--- config.mk ---
export PLATFORM = sky130hd
export DESIGN_NAME = native_rr_arbiter
export DESIGN_NICKNAME = d
export VERILOG_FILES = /design/src/rtl/native_rr_arbiter_pkg.sv /design/src/rtl/native_rr_pick.sv /design/src/rtl/native_rr_arbiter.sv
export SDC_FILE = /design/constraint.sdc
export NUM_CORES = 1
export LEC_CHECK = 0
export CORE_AREA = 2 2 109 111
export DETAILED_ROUTE_END_ITERATION = 10
export DIE_AREA = 0 0 111 113
export HOLD_SLACK_MARGIN = 0.15
export SETUP_SLACK_MARGIN = 0.1
export SLEW_MARGIN = 20
export SYNTH_ARGS = -nofsm -noshare
export SYNTH_HDL_FRONTEND = slang
export SYNTH_SLANG_ARGS = --single-unit
--- constraint.sdc ---
create_clock -name clk -period 1 [get_ports clk]
set_input_delay 0.2 -clock clk [delete_from_list [all_inputs] [get_ports clk]]
set_output_delay 0.2 -clock clk [all_outputs]
set_load 0.02 [all_outputs]
--- src/rtl/native_rr_arbiter_pkg.sv ---
// Shared definitions for the native-bus round-robin arbiter slice.
// Latency: none, declarations only.
// Backpressure: not applicable.
// Contents: default native-bus field widths, arbiter FSM state encoding,
// and a clog2 helper used to size the rotation pointer.
package native_rr_arbiter_pkg;

    localparam int NATIVE_ADDR_W = 32;
    localparam int NATIVE_DATA_W = 32;
    localparam int NATIVE_STRB_W = NATIVE_DATA_W / 8;

    typedef enum logic {
        IDLE = 1'b0,
        BUSY = 1'b1
    } arb_state_e;

    // Ceiling log2, never below 1 so a pointer always has at least one bit.
    function automatic int clog2(input int n);
        int r;
        r = 0;
        for (int i = 0; i < 31; i++) begin
            if ((1 << i) < n) begin
                r = i + 1;
            end
        end
        return (r < 1) ? 1 : r;
    endfunction

endpackage

--- src/rtl/native_rr_pick.sv ---
// Round-robin pick: one-hot winner among req_i, searching upward from ptr_i.
// Latency: purely combinational.
// Backpressure: none; the caller decides when to register the winner.
// Ports: req_i (request vector), ptr_i (search start, always < N),
//        winner_o (one-hot, 0 if no request), any_req_o.
module native_rr_pick #(
    parameter int N  = 2,
    parameter int PW = 1
) (
    input  logic [N-1:0]  req_i,
    input  logic [PW-1:0] ptr_i,
    output logic [N-1:0]  winner_o,
    output logic          any_req_o
);

    logic [2*N-1:0] req_dbl;
    logic [2*N-1:0] oh_dbl;
    logic [N-1:0]   req_rot;
    logic [N-1:0]   rot_oh;
    logic           found;

    always_comb begin
        // Rotate right by ptr so bit 0 of req_rot is the requester at ptr;
        // the doubled vector makes the rotation wrap modulo N.
        req_dbl = {req_i, req_i} >> ptr_i;
        req_rot = req_dbl[N-1:0];

        rot_oh = '0;
        found  = 1'b0;
        for (int j = 0; j < N; j++) begin
            if (!found && req_rot[j]) begin
                rot_oh[j] = 1'b1;
                found     = 1'b1;
            end
        end

        // Rotate the one-hot back left by ptr to absolute master indices.
        oh_dbl    = {rot_oh, rot_oh} << ptr_i;
        winner_o  = oh_dbl[2*N-1:N];
        any_req_o = |req_i;
    end

endmodule

--- src/rtl/native_rr_arbiter.sv ---
// Round-robin arbiter sharing one native-bus target between N_MASTERS requesters.
// Latency: one arbitration cycle in IDLE, then s_valid; m_ready follows s_ready same cycle.
// Backpressure: grant held until the target's s_ready pulse; owner dropping valid aborts.
// Ports: clk/rst (sync, active-high); m_* flattened per-master request side
//        (master i at [i*W +: W]); s_* target side; grant one-hot owner; busy = BUSY state.
module native_rr_arbiter
    import native_rr_arbiter_pkg::*;
#(
    parameter int N_MASTERS  = 2,
    parameter int ADDR_WIDTH = NATIVE_ADDR_W,
    parameter int DATA_WIDTH = NATIVE_DATA_W,
    parameter int STRB_WIDTH = DATA_WIDTH / 8
) (
    input  logic                             clk,
    input  logic                             rst,
    input  logic [N_MASTERS-1:0]             m_valid,
    output logic [N_MASTERS-1:0]             m_ready,
    input  logic [N_MASTERS*ADDR_WIDTH-1:0]  m_addr,
    input  logic [N_MASTERS*DATA_WIDTH-1:0]  m_wdata,
    input  logic [N_MASTERS*STRB_WIDTH-1:0]  m_wstrb,
    output logic [DATA_WIDTH-1:0]            m_rdata,
    output logic                             s_valid,
    input  logic                             s_ready,
    output logic [ADDR_WIDTH-1:0]            s_addr,
    output logic [DATA_WIDTH-1:0]            s_wdata,
    output logic [STRB_WIDTH-1:0]            s_wstrb,
    input  logic [DATA_WIDTH-1:0]            s_rdata,
    output logic [N_MASTERS-1:0]             grant,
    output logic                             busy
);

    localparam int PW = clog2(N_MASTERS);
    localparam logic [PW-1:0] LAST_IDX = PW'(N_MASTERS - 1);

    arb_state_e           state_q, state_d;
    logic [N_MASTERS-1:0] grant_q, grant_d;
    logic [PW-1:0]        ptr_q, ptr_d;

    logic [N_MASTERS-1:0] winner;
    logic                 any_req;
    logic [PW-1:0]        owner_idx;
    logic [PW-1:0]        ptr_after_owner;
    logic                 owner_vld;
    logic                 busy_st;

    native_rr_pick #(
        .N  (N_MASTERS),
        .PW (PW)
    ) u_pick (
        .req_i     (m_valid),
        .ptr_i     (ptr_q),
        .winner_o  (winner),
        .any_req_o (any_req)
    );

    always_comb begin
        owner_idx = '0;
        for (int i = 0; i < N_MASTERS; i++) begin
            if (grant_q[i]) begin
                owner_idx = PW'(i);
            end
        end
        // Explicit wrap: N_MASTERS need not be a power of two.
        ptr_after_owner = (owner_idx == LAST_IDX) ? '0 : owner_idx + 1'b1;
    end

    assign busy_st   = (state_q == BUSY);
    assign owner_vld = |(m_valid & grant_q);

    always_comb begin
        state_d = state_q;
        grant_d = grant_q;
        ptr_d   = ptr_q;
        case (state_q)
            IDLE: begin
                if (any_req) begin
                    grant_d = winner;
                    state_d = BUSY;
                end
            end
            BUSY: begin
                if (s_ready) begin
                    ptr_d   = ptr_after_owner;
                    grant_d = '0;
                    state_d = IDLE;
                end else if (!owner_vld) begin
                    // Owner withdrew: release without advancing fairness pointer.
                    grant_d = '0;
                    state_d = IDLE;
                end
            end
        endcase
    end

    always_ff @(posedge clk) begin
        if (rst) begin
            state_q <= IDLE;
            grant_q <= '0;
            ptr_q   <= '0;
        end else begin
            state_q <= state_d;
            grant_q <= grant_d;
            ptr_q   <= ptr_d;
        end
    end

    // AND-OR mux on the registered grant: outputs are zero whenever grant is zero.
    always_comb begin
        s_addr  = '0;
        s_wdata = '0;
        s_wstrb = '0;
        for (int i = 0; i < N_MASTERS; i++) begin
            s_addr  = s_addr  | (m_addr [i*ADDR_WIDTH +: ADDR_WIDTH] & {ADDR_WIDTH{grant_q[i]}});
            s_wdata = s_wdata | (m_wdata[i*DATA_WIDTH +: DATA_WIDTH] & {DATA_WIDTH{grant_q[i]}});
            s_wstrb = s_wstrb | (m_wstrb[i*STRB_WIDTH +: STRB_WIDTH] & {STRB_WIDTH{grant_q[i]}});
        end
    end

    assign s_valid = busy_st & owner_vld;
    assign m_ready = busy_st ? (grant_q & {N_MASTERS{s_ready}}) : '0;
    assign m_rdata = s_rdata;
    assign grant   = grant_q;
    assign busy    = busy_st;

endmodule

==> results.ini <==
[global_route]
grt_usage_pct = 12.2
grt_pass1_vias = 2270
grt_pass1_wl_um = 12300
antenna_found_initial = 0
grt_max_degree = 16
grt-ovfl-total = 0

[synth]
synth_nets = 318
synth_edf_count = 0
ys.warnings.count = 0
synthArstFlopShare_pct = 0
ys_seq_elements = 4
synth_cells = 145
seq_area_frac_synth_pct = 6.77
avgSynthCellArea_um2 = 8.15
synth_flop_cell = dfxtp_1
syn_area_um2 = 1180
ys_types = 19

[route]
drtAntennaViolNets = 0
wl_per_cell_um = 17.3
via_per_inst = 4.23
vias = 2072
dr.pass1.iters = 4
drt_iter0_drc = 30
drt-total-wl_um = 8470
drc_errors = 0

[layout]
final_cell_mix = clkdlybuf4s50_1, buf_6, a22o_4
syn_to_final_growth_pct = 282
seq_area_um2 = 91.3
final_common_cell = clkdlybuf4s50_1
fin_cells = 490
antenna_cells = 0
drive_gt1_share_pct = 55.9
fill_cells = 1089
multi_input_area_um2 = 1370
final_area_um2 = 4520
nets = 521

[die]
die-height_um = 113
core_um2 = 11300
die_area_um2 = 12500
start_util_pct = 10.5
rows = 39
boundaryPins = 279
die_x_um = 111

[setup_path]
rrSetupSlack_ps = -180
critPathLaunch = grant[1]
reg2reg_to = busy
cp-endpoint = s_wdata[5]
rr_worst_depth = 4
crit_type = register to output port
reg2reg_from = grant[0]
required_ps = 800
crit_path_max_fanout = 6
worst_setup_path_end_kind = output port
critPathLaunchType = register
cp.arrival_ps = 1270

[timing]
maxSlewViolCount = 0
final.min_clock_period_ps = 1470
setup_viol = 78
hold_viol = 0
fin_ws_ps = -465
tightestPinTransition_ps = 263
fmax_ghz = 0.682
relSlewSlack_pct = 82.4
rsz0062_at_grt = true
post-route-period-util_pct = 147
fin_worst_skew_ps = 2.05

[clock_tree]
cts_hold_buf = 0
root_buffer = clkbuf_16
clkTransAtPathRegs_ps = 30
cts_tree = built
cts_sinks = 4
htreeDepth = 1
insertion_delay_ps = 230
clockBufferDepth = 2
cts_made_buffers = 3

[pwr]
report.power.total_mw = 2.96
vdd_drop_max_v = 0.00102
p_leak_nw = 2.03
power_per_cell_area_nw_per_um2 = 656

[run_status]
violations = setup timing
outcome = finished, violations left

[placement]
post-place-cells = 467
port_buffers = 214
hpwlAfterDp_um = 5900
gp_congestion = 0.763
place_area_um2 = 3930

[min_path]
hp-class = input pin to output port

[run]
maxCapViolCount = 0

==> report_power, final <==
group / internal [mW] / switching, mW / total, mW
registers: 0.171 / 0.0366 / 0.207
clock network: 0.528 / 0.127 / 0.655
logic: 1.33 / 0.766 / 2.10
total: 2.03 / 0.929 / 2.96
==> flip-flops by register name, summed over array words and instances, names as in the netlist <==
signal	count
grant	2
ptr_q	1
busy	1
==> what timing repair did <==
action / in CTS / in global routing
buffers inserted: 8 / 4
gates cloned: 7 / 3
resized for setup: 440 / 27
pin swaps: 12 / 25
endpoints found under the setup margin: 77 / 78
==> area by class of cell <==
| class | instances | area share, % |
|---|---|---|
| Tap cell | 143 | 3.96 |
| Sequential cell | 4 | 2.02 |
| Clock buffer | 4 | 1.74 |
| Multi-Input combinational cell | 89 | 30.4 |
| Timing Repair Buffer | 248 | 61.7 |
| Inverter | 2 | 0.166 |
==> logic make-up after synthesis <==
family / after synthesis / share of synthesized area (%)
simple gates: 10 / 6.14
buf+inv: 52 / 30.1
compound gates: 79 / 57.0
flops: 4 / 6.77
==> how the worst min path moves through the flow <==
stage                           start          end  slack (ps)  cells past startpoint
after floorplan                   rst         busy         260                      1
after global placement    s_rdata[10]  m_rdata[10]         400                      0
after detailed placement  s_rdata[10]  m_rdata[10]         400                      0
after CTS                 s_rdata[10]  m_rdata[10]         400                      0
after global routing      s_rdata[25]  m_rdata[25]         400                      0
final                     s_rdata[12]  m_rdata[12]         400                      0
==> routing by layer <==
layer / routed length (um) / vias up / track usage [%]
met5: 0 / - / 0
met1: 3180 / 972 / 13.9
li1: - / 961 / -
met2: 4440 / 121 / 23.0
met4: 188 / 0 / 3.75
met3: 657 / 18 / 2.20
==> critical path, stage by stage (launching register included) <==
cell       delay [ps]
dfxtp_4           390
buf_12            150
clkbuf_16         150
a22o_4            210
buf_6             130
==> metrics by stage <==
stage	TNS, ps	hold slack (ps)	util [%]	setup slack [ps]
global placement	-45740	400	34.9	-690
global route	-33620	400	40.1	-491
finish	-31430	400	40.1	-465
detailed placement	-46090	400	34.9	-696
CTS	-32920	400	39.0	-531
floorplan	-7120	260	-	-114
==> Yosys cell counts (all sizes together) (2+ instances only) <==
| library cell | n | area [um^2] |
|---|---|---|
| and3 | 2 | 17.5 |
| dfxtp | 4 | 80.1 |
| nor2 | 2 | 7.51 |
| nor3 | 4 | 35.0 |
| nand2b | 2 | 12.5 |
| buf | 50 | 348 |
| a22o | 68 | 596 |
| a21oi | 5 | 25.0 |
| inv | 2 | 7.51 |
Note: power is estimated with default switching activity, not from simulation.
